**config.mk**
```make
export PLATFORM = sky130hd
export DESIGN_NAME = multicycle_ctrl
export DESIGN_NICKNAME = d
export VERILOG_FILES = /design/src/rtl/multicycle_ctrl.sv
export SDC_FILE = /design/constraint.sdc
export NUM_CORES = 1
export LEC_CHECK = 0
export BUFFER_PORTS_ARGS = -buffer_cell sky130_fd_sc_hd__buf_2
export CORE_ASPECT_RATIO = 1.4
export CORE_MARGIN = 4
export CORE_UTILIZATION = 47
export DETAILED_ROUTE_END_ITERATION = 10
export GPL_ROUTABILITY_DRIVEN = 0
export PLACE_DENSITY = 0.79
export SYNTH_ARGS = -nofsm -noshare
export SYNTH_HDL_FRONTEND = slang
export SYNTH_SLANG_ARGS = --single-unit
```
**constraint.sdc**
```tcl
create_clock -name clk -period 2.2 [get_ports clk]
set_input_delay 0.33 -clock clk [delete_from_list [all_inputs] [get_ports clk]]
set_output_delay 0.33 -clock clk [all_outputs]
set_load 0.02 [all_outputs]
```
**src/rtl/multicycle_ctrl.sv**
```systemverilog
// Purpose: multi-cycle control FSM (FETCH/DECODE/EXEC/MEM/WB/TRAP) driving datapath strobes for a small RISC-V subset.
// Latency: one state per cycle; the strobes are combinational from the state; imm_type, illegal, timeout and retire_cnt are registered.
// Backpressure: FETCH and MEM stall on mem_ready=0. The optional MULTICYCLE_CTRL_TIMEOUT_EN watchdog traps after 16 stalled cycles.
module multicycle_ctrl (
    input  logic        clk,
    input  logic        rst,
    input  logic [31:0] instr,
    input  logic        mem_ready,
    input  logic        br_taken,
    output logic [1:0]  imm_type,
    output logic        mem_read,
    output logic        mem_write,
    output logic        ir_write,
    output logic        pc_write,
    output logic        pc_src,
    output logic        alu_src,
    output logic        reg_write,
    output logic [2:0]  state,
    output logic        illegal,
    output logic        timeout,
    output logic [15:0] retire_cnt
);

    typedef enum logic [2:0] {
        ST_FETCH  = 3'd0,
        ST_DECODE = 3'd1,
        ST_EXEC   = 3'd2,
        ST_MEM    = 3'd3,
        ST_WB     = 3'd4,
        ST_TRAP   = 3'd5
    } state_e;

    localparam logic [6:0] OP_IALU   = 7'b0010011;
    localparam logic [6:0] OP_LOAD   = 7'b0000011;
    localparam logic [6:0] OP_STORE  = 7'b0100011;
    localparam logic [6:0] OP_BRANCH = 7'b1100011;
    localparam logic [6:0] OP_RTYPE  = 7'b0110011;

    localparam logic [1:0] IMM_NONE = 2'b00;
    localparam logic [1:0] IMM_I    = 2'b01;
    localparam logic [1:0] IMM_S    = 2'b10;
    localparam logic [1:0] IMM_B    = 2'b11;

    state_e      state_q, state_d;
    logic [6:0]  opcode_q, opcode_d;
    logic [1:0]  imm_type_q, imm_type_d;
    logic        illegal_q, illegal_d;
    logic [15:0] retire_cnt_q, retire_cnt_d;
    logic        wait_hit;

    // Raw strobes before the reset gate.
    logic mem_read_c, mem_write_c, ir_write_c, pc_write_c;
    logic pc_src_c, alu_src_c, reg_write_c;

    // Only the opcode field of the instruction word is decoded here.
    logic unused_instr;
    assign unused_instr = ^instr[31:7];

`ifdef MULTICYCLE_CTRL_TIMEOUT_EN
    logic [3:0] wait_cnt_q, wait_cnt_d;
    logic       timeout_q, timeout_d;
    logic       mem_wait;

    // Watchdog: count stalled FETCH/MEM cycles. The count clears when mem_ready is seen or the state changes.
    always_comb begin
        mem_wait   = ((state_q == ST_FETCH) || (state_q == ST_MEM)) && !mem_ready;
        wait_hit   = mem_wait && (wait_cnt_q == 4'd15);
        wait_cnt_d = 4'd0;
        if (mem_wait && !wait_hit) begin
            wait_cnt_d = wait_cnt_q + 4'd1;
        end
        timeout_d  = timeout_q | wait_hit;
    end

    // Watchdog registers.
    always_ff @(posedge clk or posedge rst) begin
        if (rst) begin
            wait_cnt_q <= 4'd0;
            timeout_q  <= 1'b0;
        end else begin
            wait_cnt_q <= wait_cnt_d;
            timeout_q  <= timeout_d;
        end
    end

    assign timeout = timeout_q;
`else
    // Without the watchdog, FETCH and MEM wait forever.
    assign wait_hit = 1'b0;
    assign timeout  = 1'b0;
`endif

    // Next-state, decode and strobe generation.
    always_comb begin
        state_d      = state_q;
        opcode_d     = opcode_q;
        imm_type_d   = imm_type_q;
        illegal_d    = illegal_q;
        retire_cnt_d = retire_cnt_q;
        mem_read_c   = 1'b0;
        mem_write_c  = 1'b0;
        ir_write_c   = 1'b0;
        pc_write_c   = 1'b0;
        pc_src_c     = 1'b0;
        alu_src_c    = 1'b0;
        reg_write_c  = 1'b0;

        case (state_q)
            ST_FETCH: begin
                mem_read_c = 1'b1;
                if (mem_ready) begin
                    ir_write_c = 1'b1;
                    pc_write_c = 1'b1;    // pc_src stays 0: PC+4
                    opcode_d   = instr[6:0];
                    state_d    = ST_DECODE;
                end else if (wait_hit) begin
                    state_d = ST_TRAP;
                end
            end

            ST_DECODE: begin
                state_d = ST_EXEC;
                case (opcode_q)
                    OP_IALU,
                    OP_LOAD:   imm_type_d = IMM_I;
                    OP_STORE:  imm_type_d = IMM_S;
                    OP_BRANCH: imm_type_d = IMM_B;
                    OP_RTYPE:  imm_type_d = IMM_NONE;
                    default: begin
                        imm_type_d = IMM_NONE;
                        illegal_d  = 1'b1;
                        state_d    = ST_TRAP;
                    end
                endcase
            end

            ST_EXEC: begin
                case (opcode_q)
                    OP_IALU: begin
                        alu_src_c = 1'b1;
                        state_d   = ST_WB;
                    end
                    OP_RTYPE: begin
                        state_d = ST_WB;
                    end
                    OP_LOAD,
                    OP_STORE: begin
                        alu_src_c = 1'b1;
                        state_d   = ST_MEM;
                    end
                    OP_BRANCH: begin
                        pc_write_c   = br_taken;
                        pc_src_c     = br_taken;
                        state_d      = ST_FETCH;
                        retire_cnt_d = retire_cnt_q + 16'd1;
                    end
                    default: begin
                        // DECODE already filters bad opcodes. This arm is a safety net only.
                        illegal_d = 1'b1;
                        state_d   = ST_TRAP;
                    end
                endcase
            end

            ST_MEM: begin
                // Only a load or a store can reach MEM, so exactly one of the two memory strobes is raised.
                if (opcode_q == OP_LOAD) begin
                    mem_read_c = 1'b1;
                end else begin
                    mem_write_c = 1'b1;
                end
                if (mem_ready) begin
                    if (opcode_q == OP_LOAD) begin
                        state_d = ST_WB;
                    end else begin
                        state_d      = ST_FETCH;
                        retire_cnt_d = retire_cnt_q + 16'd1;
                    end
                end else if (wait_hit) begin
                    state_d = ST_TRAP;
                end
            end

            ST_WB: begin
                reg_write_c  = 1'b1;
                state_d      = ST_FETCH;
                retire_cnt_d = retire_cnt_q + 16'd1;
            end

            ST_TRAP: begin
                state_d = ST_TRAP;
            end

            default: begin
                // Unused encodings 6 and 7.
                illegal_d = 1'b1;
                state_d   = ST_TRAP;
            end
        endcase
    end

    // State and architectural registers.
    always_ff @(posedge clk or posedge rst) begin
        if (rst) begin
            state_q      <= ST_FETCH;
            opcode_q     <= 7'd0;
            imm_type_q   <= IMM_NONE;
            illegal_q    <= 1'b0;
            retire_cnt_q <= 16'd0;
        end else begin
            state_q      <= state_d;
            opcode_q     <= opcode_d;
            imm_type_q   <= imm_type_d;
            illegal_q    <= illegal_d;
            retire_cnt_q <= retire_cnt_d;
        end
    end

    // Strobes are forced low for the whole of reset, including in the FETCH state that reset selects.
    assign mem_read   = mem_read_c  & ~rst;
    assign mem_write  = mem_write_c & ~rst;
    assign ir_write   = ir_write_c  & ~rst;
    assign pc_write   = pc_write_c  & ~rst;
    assign pc_src     = pc_src_c    & ~rst;
    assign alu_src    = alu_src_c   & ~rst;
    assign reg_write  = reg_write_c & ~rst;

    assign imm_type   = imm_type_q;
    assign state      = state_q;
    assign illegal    = illegal_q;
    assign retire_cnt = retire_cnt_q;

endmodule
```
==> impl_metrics.py <==
metrics = {
    "floorplan": {
        "row_count": 24,
        "start_util_pct": 49.6,
        "dieArea_um2": 4330,
        "core_area_um2": 3150,
        "pin_count": 66,
        "die_w_um": 56.8,
        "die_h_um": 76.3,
    },
    "detailed_routing": {
        "drc": 0,
        "first_iter_violations": 83,
        "wl_um": 3730,
        "postRouteAntennaNets": 0,
        "num_vias": 1347,
        "post_drt_wl_per_cell_um": 15.7,
        "vias_per_cell": 5.66,
        "first_pass_iters": 4,
    },
    "sta": {
        "fin_ws_ns": 0.0368,
        "fmax_mhz": 462,
        "setup_viol": 0,
        "hold_violations": 0,
        "min_period_ns": 2.16,
        "clock_skew_ns": 0.00308,
        "drv_slew": 0,
        "min_period_over_period_pct": 98.3,
        "setup_tns_ns": 0,
        "rsz0062_at_grt": "yes",
    },
    "global_routing": {
        "grt.total_usage_pct": 18.2,
        "grt_overflow": 0,
        "grt_pass1_vias": 1434,
        "grt_max_degree": 30,
        "grt_pass1_wl_um": 6290,
        "antenna_found_initial": 0,
    },
    "clock_tree": {
        "cts_tree": "built",
        "clockRootBuffer": "clkbuf_8",
        "clock_sinks": 29,
        "path_clk_slew_ns": 0.06,
        "clk_latency_ns": 0.27,
        "cts_buffers": 5,
        "cts_buffer_depth": 2,
        "htreeDepth": 2,
    },
    "placed_design": {
        "numPortBuffers": 39,
        "dp_hpwl_um": 2710,
        "placed_cell_area_um2": 1810,
        "dp_slack_ns": 0.110,
    },
    "worst_setup_path": {
        "cp-end-kind": "output pin",
        "critPathMaxFanout": 5,
        "critPathRequiredTime_ns": 1.87,
        "crit_path_max_incr_delay_ns": 0.38,
        "crit_type": "reg -> out",
        "rrSetupSlack_ns": 0.32,
        "cp_cell_sequence": "nand4bb_4 > nor2_4 > nand4_1 > mux2_4 > nor4_2 > buf_2",
        "cp_data_arrival_time_ns": 1.83,
        "cp-start-kind": "register",
        "critPathSlowestCell": "dfrtp_1",
    },
    "synthesis": {
        "syn-instance-count": 152,
        "yosysSeqAreaShare_pct": 46.4,
        "synth.distinct_cells": 42,
        "synth_fp_nets": 189,
        "yosysWarningCount": 0,
        "netlist_area_um2": 1570,
        "syn_area_per_cell_um2": 10.3,
        "synth-seq-cells": 29,
    },
    "run_status": {
        "outcome": "finished clean",
    },
    "cells_and_area": {
        "drive_gt1_share_pct": 38.7,
        "final_nets": 236,
        "regArea_um2": 727,
        "antennaDiodeCount": 0,
        "syn_to_final_growth_pct": 27.6,
        "finalInstanceArea_um2": 2000,
        "fill_cells": 279,
        "multiInputGateArea_um2": 820,
    },
    "power": {
        "ir_drop_mv": 0.497,
        "powerDensity_nw_per_um2": 518,
        "p_leak_nw": 0.965,
    },
    "flow_run": {
        "drv_cap": 0,
    },
    "worst_hold_path": {
        "min_path_type": "in -> async",
    },
}
## registers in the layout, summed over array words and instances, names as in the netlist
name / count
illegal: 1
imm_type: 2
opcode_q: 7
retire_cnt: 16
state: 3
## layer usage
metal  GRT usage (%)  share of wire [%]  vias to the layer above
met5               0                  0                        -
met4            8.58                1.4                        0
met3            4.92                5.6                        6
met2            30.8                 56                       44
met1            21.0                 37                      664
li1                -                  -                      633
## placed cells by master, fill, tap and decap left out, drive strengths merged, types with 2 or more instances in the layout
cell type,netlist,layout
inv,4,4
dfrtp,29,29
buf,7,51
a21oi,3,3
a221oi,2,2
or2,2,2
and2,2,2
nand3b,2,2
nand3,5,5
a211oi,2,2
nor2,12,12
clkbuf,4,7
nor4,3,3
o21ai,5,5
and4,2,2
and3,8,8
nand2,12,12
xnor2,14,14
and2b,2,2
mux2,8,8
nand4,9,9
nor3,2,2
## critical path: cells and delay by family, from the launching register on
family	cells	cell delay, ns
AND/OR/NAND/NOR	4	0.68
flip-flops	1	0.38
multiplexers	1	0.30
buffers and inverters	1	0.20
## power by group
part / switching [mW] / internal (mW) / total [mW]
clock network: 0.182 / 0.247 / 0.429
registers: 0.00773 / 0.540 / 0.548
logic: 0.0316 / 0.0248 / 0.0564
## worst paths after layout
kind	from	end	cells after the start
setup / recovery	opcode_q[2]	pc_write	6
hold / removal	rst	opcode_q[5]	3
setup reg to reg	opcode_q[2]	retire_cnt[1]	6
hold reg to reg	retire_cnt[15]	retire_cnt[15]	1
max in group asynchronous	rst	state[0]	3
min in group clk	instr[4]	opcode_q[4]	3
## cells by family (layout without fill, tap and decap cells)
logic type / Yosys count / after routing / share of synthesized area (%)
muxes: 9 / 9 / 6.40
xor gates and xnor gates: 15 / 15 / 8.39
adders and majority gates: 1 / 1 / 0.799
other: 1 / 1 / 0.240
and+or+nand+nor: 65 / 65 / 25.2
buffers and inverters: 15 / 62 / 4.64
DFF: 29 / 29 / 46.4
AOI/OAI and AO/OA: 17 / 17 / 7.99
## repair_timing
| action | 4_1_cts | 5_1_grt |
|---|---|---|
| gates resized for setup | 8 | 5 |
| hold buffers | 0 | 0 |
| buffers inserted | 1 | 3 |
| endpoints found under the setup margin | 2 | 6 |
| hold endpoints to repair | 0 | 0 |
| pin swaps | 0 | 5 |
## through the flow
| stage | std cells | power, mW | hold slack (ns) | utilization, % |
|---|---|---|---|---|
| after global placement | 227 | 0.603 | 0.459 | 57.5 |
| after global routing | 238 | 1.08 | 0.219 | 63.3 |
| after detailed placement | 227 | 0.605 | 0.461 | 57.5 |
| after CTS | 235 | 1.04 | 0.193 | 61.5 |
| after floorplan | 152 | 0.585 | 0.413 | - |
| final | 238 | 1.03 | 0.190 | 63.3 |
## cell type report
cell class | count | area share, %
Clock buffer | 7 | 4.32
Inverter | 4 | 0.752
Multi-Input combinational cell | 108 | 41.0
Sequential cell | 29 | 36.4
Tap cell | 39 | 2.44
Timing Repair Buffer | 51 | 15.0
## cell usage after synthesis
master	n	area [um^2]
nand4b_4	1	23.8
dfrtp_1	29	726
buf_2	4	20.0
mux2_2	7	78.8
nand4bb_1	1	11.3
a2111oi_0	1	8.76
inv_1	4	15.0
a211oi_4	1	20.0
xor2_1	1	8.76
a22oi_1	1	7.51
nand3_1	5	25.0
buf_6	1	11.3
mux2_1	1	11.3
buf_1	1	3.75
and2_1	2	12.5
nand4_1	9	56.3
nor2_1	12	45.0
a22o_1	1	8.76
nor3_1	2	10.0
nor4_1	1	6.26
nor4_2	1	12.5
and2b_1	2	15.0
nand2_1	12	45.0
conb_1	1	3.75
o22ai_1	1	6.26
nor4b_1	1	8.76
o22a_1	1	8.76
a221oi_1	2	17.5
buf_4	1	7.51
nand3b_1	2	15.0
clkbuf_1	4	15.0
a211oi_1	1	7.51
a21oi_1	3	15.0
mux2i_1	1	10.0
and4_1	2	17.5
ha_1	1	12.5
nor4_4	1	21.3
and3_1	8	50.1
or2_2	2	12.5
xnor2_1	14	123
nand2b_1	1	6.26
o21ai_0	5	25.0
(Power assumes the default switching activity.)
